<file path="src/rtl/burst_round_robin_arbiter.sv">
// burst_round_robin_arbiter: round-robin arbiter that locks the grant for a whole burst.
// Define BURST_ROUND_ROBIN_ARBITER_IDLE_RELEASE_EN to drop a lock after IDLE_TIMEOUT request-free cycles.
module burst_round_robin_arbiter #(
  parameter int SIZE = 4,
  parameter int MAX_BURST = 16,
  parameter int IDLE_TIMEOUT = 8
) (
  input  logic                    clock,
  input  logic                    resetn,
  input  logic [SIZE-1:0]         requests,
  input  logic [SIZE-1:0]         lasts,
  input  logic                    ready,
  output logic [SIZE-1:0]         grant,
  output logic [$clog2(SIZE)-1:0] grant_index,
  output logic                    locked
);
  localparam int PW = $clog2(SIZE);
  localparam int BW = $clog2(MAX_BURST + 1);
  typedef enum logic {IDLE, LOCKED} state_t;
  state_t state, state_next;
  logic [PW-1:0] pointer, pointer_next, locked_index, locked_index_next;
  logic [PW-1:0] scan_index, cur_index, cur_next, k;
  logic [BW-1:0] beat_count, beat_next;
  logic [SIZE-1:0] cur_grant;
  logic scan_found, transfer, release_burst, idle_release;
  if (SIZE < 2 || MAX_BURST < 1 || IDLE_TIMEOUT < 1) begin : g_bad_params
    $error("burst_round_robin_arbiter: invalid parameters");
  end
  // Scan from the highest offset down so the lowest offset from pointer wins.
  always_comb begin
    scan_found = 1'b0;
    scan_index = '0;
    k = '0;
    for (int i = SIZE - 1; i >= 0; i--) begin
      k = PW'((int'(pointer) + i) % SIZE);
      if (requests[k]) begin
        scan_found = 1'b1;
        scan_index = k;
      end
    end
    cur_index = state == LOCKED ? locked_index : scan_index;
    cur_grant = (state == LOCKED || scan_found) ? SIZE'(1) << cur_index : '0;
    transfer = |(cur_grant & requests) & ready;
    cur_next = cur_index == PW'(SIZE - 1) ? '0 : cur_index + 1'b1;
    release_burst = transfer && (lasts[cur_index] ||
                    (state == LOCKED ? beat_count + 1'b1 == BW'(MAX_BURST) : MAX_BURST == 1));
  end
`ifdef BURST_ROUND_ROBIN_ARBITER_IDLE_RELEASE_EN
  localparam int IW = $clog2(IDLE_TIMEOUT + 1);
  logic [IW-1:0] idle_count, idle_next;
  logic idle_cycle;
  always_comb begin
    idle_cycle = state == LOCKED && !requests[locked_index];
    idle_release = idle_cycle && idle_count + 1'b1 == IW'(IDLE_TIMEOUT);
    idle_next = (idle_cycle && !idle_release) ? idle_count + 1'b1 : '0;
  end
  always_ff @(posedge clock or negedge resetn)
    if (!resetn) idle_count <= '0;
    else idle_count <= idle_next;
`else
  assign idle_release = 1'b0;
`endif
  always_ff @(posedge clock or negedge resetn)
    if (!resetn) begin
      state <= IDLE;
      pointer <= '0;
      locked_index <= '0;
      beat_count <= '0;
    end else begin
      state <= state_next;
      pointer <= pointer_next;
      locked_index <= locked_index_next;
      beat_count <= beat_next;
    end
  always_comb begin
    state_next = state;
    pointer_next = pointer;
    locked_index_next = locked_index;
    beat_next = beat_count;
    if (release_burst || idle_release) begin
      state_next = IDLE;
      pointer_next = cur_next;
      beat_next = '0;
    end else if (transfer) begin
      state_next = LOCKED;
      locked_index_next = cur_index;
      beat_next = beat_count + 1'b1;
    end
  end
  always_comb begin
    grant = resetn ? cur_grant : '0;
    grant_index = resetn ? cur_index : '0;
    locked = resetn && state == LOCKED;
  end
endmodule

</file>
<file path="config.mk">
export PLATFORM = sky130hd
export DESIGN_NAME = burst_round_robin_arbiter
export DESIGN_NICKNAME = d
export VERILOG_FILES = /design/src/rtl/burst_round_robin_arbiter.sv
export SDC_FILE = /design/constraint.sdc
export NUM_CORES = 1
export LEC_CHECK = 0
export CAP_MARGIN = 20
export CORE_MARGIN = 2
export CORE_UTILIZATION = 50
export DETAILED_ROUTE_END_ITERATION = 16
export PLACE_DENSITY = 0.8
export RECOVER_POWER = 100
export SETUP_SLACK_MARGIN = 0.2
export SYNTH_ARGS = -nofsm -noshare
export SYNTH_HDL_FRONTEND = slang
export SYNTH_SLANG_ARGS = --single-unit
</file>
<file path="constraint.sdc">
create_clock -name clock -period 3.9 [get_ports clock]
set_input_delay 0.39 -clock clock [delete_from_list [all_inputs] [get_ports clock]]
set_output_delay 0.39 -clock clock [all_outputs]
set_load 0.05 [all_outputs]
</file>
# After elaboration in Yosys (flattened, before gate mapping)
# Index checks and enable logic that the tools add are counted.
dict set report classes {
  n_bitwise 3
  shift 1
  n_reduce_logical 7
  muxes 28
  n_addsub 5
  n_eq_ne 2
  order_cmp 5
}
# op count
set ops {}
lappend ops {{$lt A2 B3 Y1 const B} 5}
lappend ops {{$mux W2} 7}
lappend ops {{$mux W1} 12}
lappend ops {{$bmux W1 S2} 5}
lappend ops {{$mux W5} 2}
lappend ops {{$mux W4} 2}
lappend ops {{$add A5 B1 Y5 const B} 1}
lappend ops {{$eq A5 B5 Y1 const B} 1}
lappend ops {{$add A2 B1 Y2 const B} 2}
lappend ops {{$add A2 B2 Y2 const B} 2}
lappend ops {{$and A4 B4 Y4} 1}
lappend ops {{$reduce_or A4 Y1} 1}
lappend ops {{$shl A1 B2 Y4 const A} 1}
lappend ops {{$eq A2 B2 Y1 const B} 1}
lappend ops {{$logic_and A1 B1 Y1} 2}
lappend ops {{$logic_or A1 B1 Y1} 2}
lappend ops {{$reduce_and A2 Y1} 1}
lappend ops {{$reduce_bool A2 Y1} 1}
lappend ops {{$and A1 B1 Y1} 1}
lappend ops {{$not A1 Y1} 1}
dict set report word_totals {
  out_inout_bits 7
  ff_bits 10
}

# Logic depth before layout (Yosys ltp)
dict set report logic_depth {
  word_depth 16
  mapped_depth 15
  ltp_nobuf 12
}

# Worst setup path after synthesis
# OpenSTA, ideal clock, no wires.
dict set report synth_timing {
  path_kind {register to output}
  start {reg pointer[1]}
  end {out grant[1]}
  stages_incl_launch_ff 8
  slack_ps 928
  required_ps 3510
  arrival_ps 2582
  n_path_buf 2
  path_cell_list {dfrtp_1 buf_2 inv_1 a211o_1 a211oi_1 or2_2 buf_2 nor3b_1}
}
dict set report synth_between {
  elab_chain_len 11
}
# item line
set synth_rtl {}
lappend synth_rtl {{start, declared} 21} ;# logic [PW-1:0] pointer, pointer_next, locked_index, locked_index_next;
lappend synth_rtl {{start signal, assigned} 71} ;# pointer <= pointer_next;
lappend synth_rtl {{$add A2 B2 Y2} 35} ;# k = PW'((int'(pointer) + i) % SIZE);
lappend synth_rtl {{$bmux W1 S2} 36} ;# if (requests[k]) begin
lappend synth_rtl {{$mux W1 (not written as such)} 36}
lappend synth_rtl {{$mux W2 (4 in a row)} 36}
lappend synth_rtl {{$mux W2} 41} ;# cur_index = state == LOCKED ? locked_index : scan_index;
lappend synth_rtl {{$shl A1 B2 Y4} 42} ;# cur_grant = (state == LOCKED || scan_found) ? SIZE'(1) << cur_index : '0;
lappend synth_rtl {{$mux W4 *} 42}
lappend synth_rtl {{$mux W4 *} 91} ;# grant = resetn ? cur_grant : '0;
lappend synth_rtl {{end, declared} 13} ;# output logic [SIZE-1:0] grant,
# Mark *: on every way between the ends. The rest lies on a longest branch, timed or not. The select of a mux whose other input is x is not followed.

# Final worst setup path
dict set report layout_timing {
  start {in requests[3]}
  end {out grant[1]}
}
dict set report layout_between {
  elab_chain_len 10
}
# item line
set layout_rtl {}
lappend layout_rtl {{start, declared} 10} ;# input logic [SIZE-1:0] requests,
lappend layout_rtl {{$bmux W1 S2} 36}
lappend layout_rtl {{$mux W1 (not written as such)} 36}
lappend layout_rtl {{$mux W2 (4 in a row)} 36}
lappend layout_rtl {{$mux W2} 41}
lappend layout_rtl {{$shl A1 B2 Y4} 42}
lappend layout_rtl {{$mux W4 *} 42}
lappend layout_rtl {{$mux W4 *} 91}
# Marked as above.

==> qor.tcl <==
set qor(outcome) {completed}
set qor(crit_fanout) 9
set qor(layout_cells_sized_above_1_pct) 14.63
set qor(fin_crit_ps) 3514
set qor(source_of_the_critical_timing_path) {requests[3]}
set qor(irDropWorstVdd_mv) 0.4264
set qor(fin_worst_setup_slack_ps) 386.3
set qor(htree_num_levels) 1
set qor(io_pins) 18
set qor(crit_path_top_delay_cell) {dlygate4sd3_1}
set qor(drt_drc_violations_left) 0
set qor(worst_hold_startpoint) {locked_index[0]}
set qor(cp_data_required_time_ps) 3510
set qor(clock_path_buffers) 2
set qor(wire_length_per_cell_after_detailed_routing_um) 13.32
set qor(setup_viol_count_final) 0
set qor(core-area_um2) 1727
set qor(synth_fp_nets) 118
set qor(worstSetupPathType) {in -> out}
set qor(post_cts.repair.setup_buffers) 0
set qor(clock-sinks) 10
set qor(max-cap-violations) 0
set qor(start_util_pct) 52.83
set qor(design.die.area_um2) 2182
set qor(clockRootBuffer) {clkbuf_4}
set qor(via_count) 858
set qor(die_h_um) 46.71
set qor(via_per_inst) 5.797
set qor(synth.lib_cells_used.distinct) 45
set qor(die_width_um) 46.71
set qor(finalClockSkew_ps) 2.271
set qor(num-fill-cells) 148
set qor(worst_skew_pair.late_latency_ps) 260
set qor(fin_tns_setup_ps) 0
set qor(first_iter_violations) 26
set qor(rows) 15
set qor(timing.slew.headroom_pct) 56.32
set qor(largest_net_degree_at_the_start_of_global_routing) 16
set qor(yosysWarnings) 0
set qor(routabilityCongestion) 0.8549
set qor(dpl_worst_slack_ps) 296.4
set qor(worst_path_dominant_cell_family) {buffers and inverters}
set qor(critical_path_buf_inv_count) 3
set qor(critical-path-max-stage-delay_ps) 890
set qor(synth_area_um2) 912.1
set qor(routed_wl_um) 1972
set qor(tritoncts.num_buffers) 3
set qor(synth_enable_flop_cells) 0
set qor(insertedDiodeCount) 0
set qor(first_global_vias) 731
set qor(post-synth-top-area-cell) {dfrtp_1}
set qor(timing.rr.start) {pointer[1]}
set qor(clock.fmax_ghz) 0.2846
set qor(worst_slew_pin_slew_ps) 655.1
set qor(detailedPlacementHpwl_um) 1516
set qor(async_set_reset_flop_share_out_of_synthesis_pct) 100.0
set qor(cp_common_cell) {dlygate4sd3_1}
set qor(ys_ff_latch) 10
set qor(reported_leakage_power_uw) 0.0004886
set qor(nets) 139
set qor(hold_slack_ps) 507.7
set qor(ys_top_cells_by_area) {dfrtp_1, ha_1, nand2_1}
set qor(globalRoute.totalOverflow) 0
set qor(synth_top_cells_by_count) {dfrtp_1, nand2_1, inv_1, nor2_1}
set qor(power.density_cell_area_nw_per_um2) 802.9
set qor(rsz0062_at_grt) {false}
set qor(postCtsResizedCells) 0
set qor(grt_first_pass_wirelength_um) 3194
set qor(synth_largest_type_area_fraction_pct) 27.43
set qor(critical_path.endpoint_type) {primary output}
set qor(finalMaxSlewViolations) 0
set qor(startpoint_type) {input pin}
set qor(syn-mean-instance-area_um2) 8.770
set qor(buffer_ports.inserted) 17
set qor(crit_chain) {dlygate4sd3_1, inv_1, a211o_1, a211oi_1, or2_2, nor3b_1, dlygate4sd3_1}
set qor(synthesis.instances) 104
set qor(grt_util_all_layers_pct) 20.80
set qor(hold_viol) 0
set qor(final_min_period_over_clock_period_pct) 90.10
set qor(detailedRoute.firstPassIterationCount) 4
set qor(synth_flop_cell) {dfrtp_1}
set qor(area_growth_syn_to_layout_pct) 24.00
set qor(multi_input_combinational_cell_area_um2) 618.1
set qor(worst-endpoint-arrival_ps) 3120
set qor(postRouteAntennaNets) 0
set qor(ys_seq_area_share_pct) 27.43
set qor(area.sequential_um2) 250.2
set qor(cts_tree) {built}
set qor(post_cts_hold_buffer_count) 0
set qor(clk_transition_reported_paths_ps) 60
set qor(initial_antenna_violation_count) 0
set qor(min_path_type) {reg -> reg}
power breakdown:
part           total (uW)  switching [uW]  leakage [uW]  internal, uW
combinational         602             347      0.000352           255
clock                69.7            34.0     0.0000138          35.6
sequential            236            83.6      0.000122           153
layer usage:
layer  track usage, %  share of wire, %  vias to the layer above  routed length [um]
li1                 -                 -                      431                   -
met1            30.24                50                      397                 980
met2            30.28                45                       28                 891
met3            4.706               4.5                        2                  89
met4            7.222              0.56                        0                  11
met5                0                 0                        -                   0
metrics by stage:
step / utilization, % / power, uW / area (um2) / std cells
global placement: 64.57 / 837.3 / 1115 / 145
floorplan: - / 709.9 / 912.1 / 104
detailed placement: 64.57 / 856.0 / 1115 / 145
CTS: 65.87 / 930.2 / 1137 / 148
global route: 65.51 / 987.3 / 1131 / 148
finish: 65.51 / 908.1 / 1131 / 148
worst reg2reg max path, cell delays in order, from the launching register on:
cell	delay (ps)
dfrtp_1	460
nand2b_1	180
a21oi_1	180
o21ai_0	160
or2_2	400
ha_1	240
inv_1	90
nor2_1	60
a31oi_1	150
a211oi_1	90
o21ai_0	380
buf_4	250
nor2_1	70
mux2_4	300
cell families after synthesis:
group	after synthesis	share of synthesized area, %
compound gates	35	31.55
mux	4	5.761
fa+ha+maj	3	4.116
flops	10	27.43
simple gates	42	26.61
buf+inv	10	4.526
path summary, 6_finish.rpt:
check,endpoint,slack (ps),cells after the start
max,grant[1],390,7
min,locked_index[0],510,1
max reg2reg,pointer[1],760,13
min reg2reg,locked_index[0],510,1
max in group asynchronous,pointer[0],2820,2
min in group asynchronous,beat_count[4],660,2
cells in the final DEF (no fill, tap or decap), types with 3 or more instances in the layout:
cell,instances
o21ai_0,6
nor2b_1,3
nand2_1,10
nor2_1,7
clkdlybuf4s50_1,8
dlygate4sd3_1,8
nand3_1,5
buf_4,3
a211o_1,3
inv_1,6
a21oi_1,4
ha_1,3
dfrtp_1,10
a211oi_1,3
nand2b_1,3
clkbuf_4,3
layout make-up:
class / instances / share of cell area (%)
multi-input cells: 84 / 54.65
inverters: 6 / 1.991
clock buffers: 3 / 1.991
flip-flops and latches: 10 / 22.12
repair buffers: 20 / 16.48
well taps: 25 / 2.765
sequential cells by signal, summed over array words and instances, names as in the netlist:
signal        cells
locked_index      2
state             1
beat_count        5
pointer           2
Power figures use the tool's default switching activity.
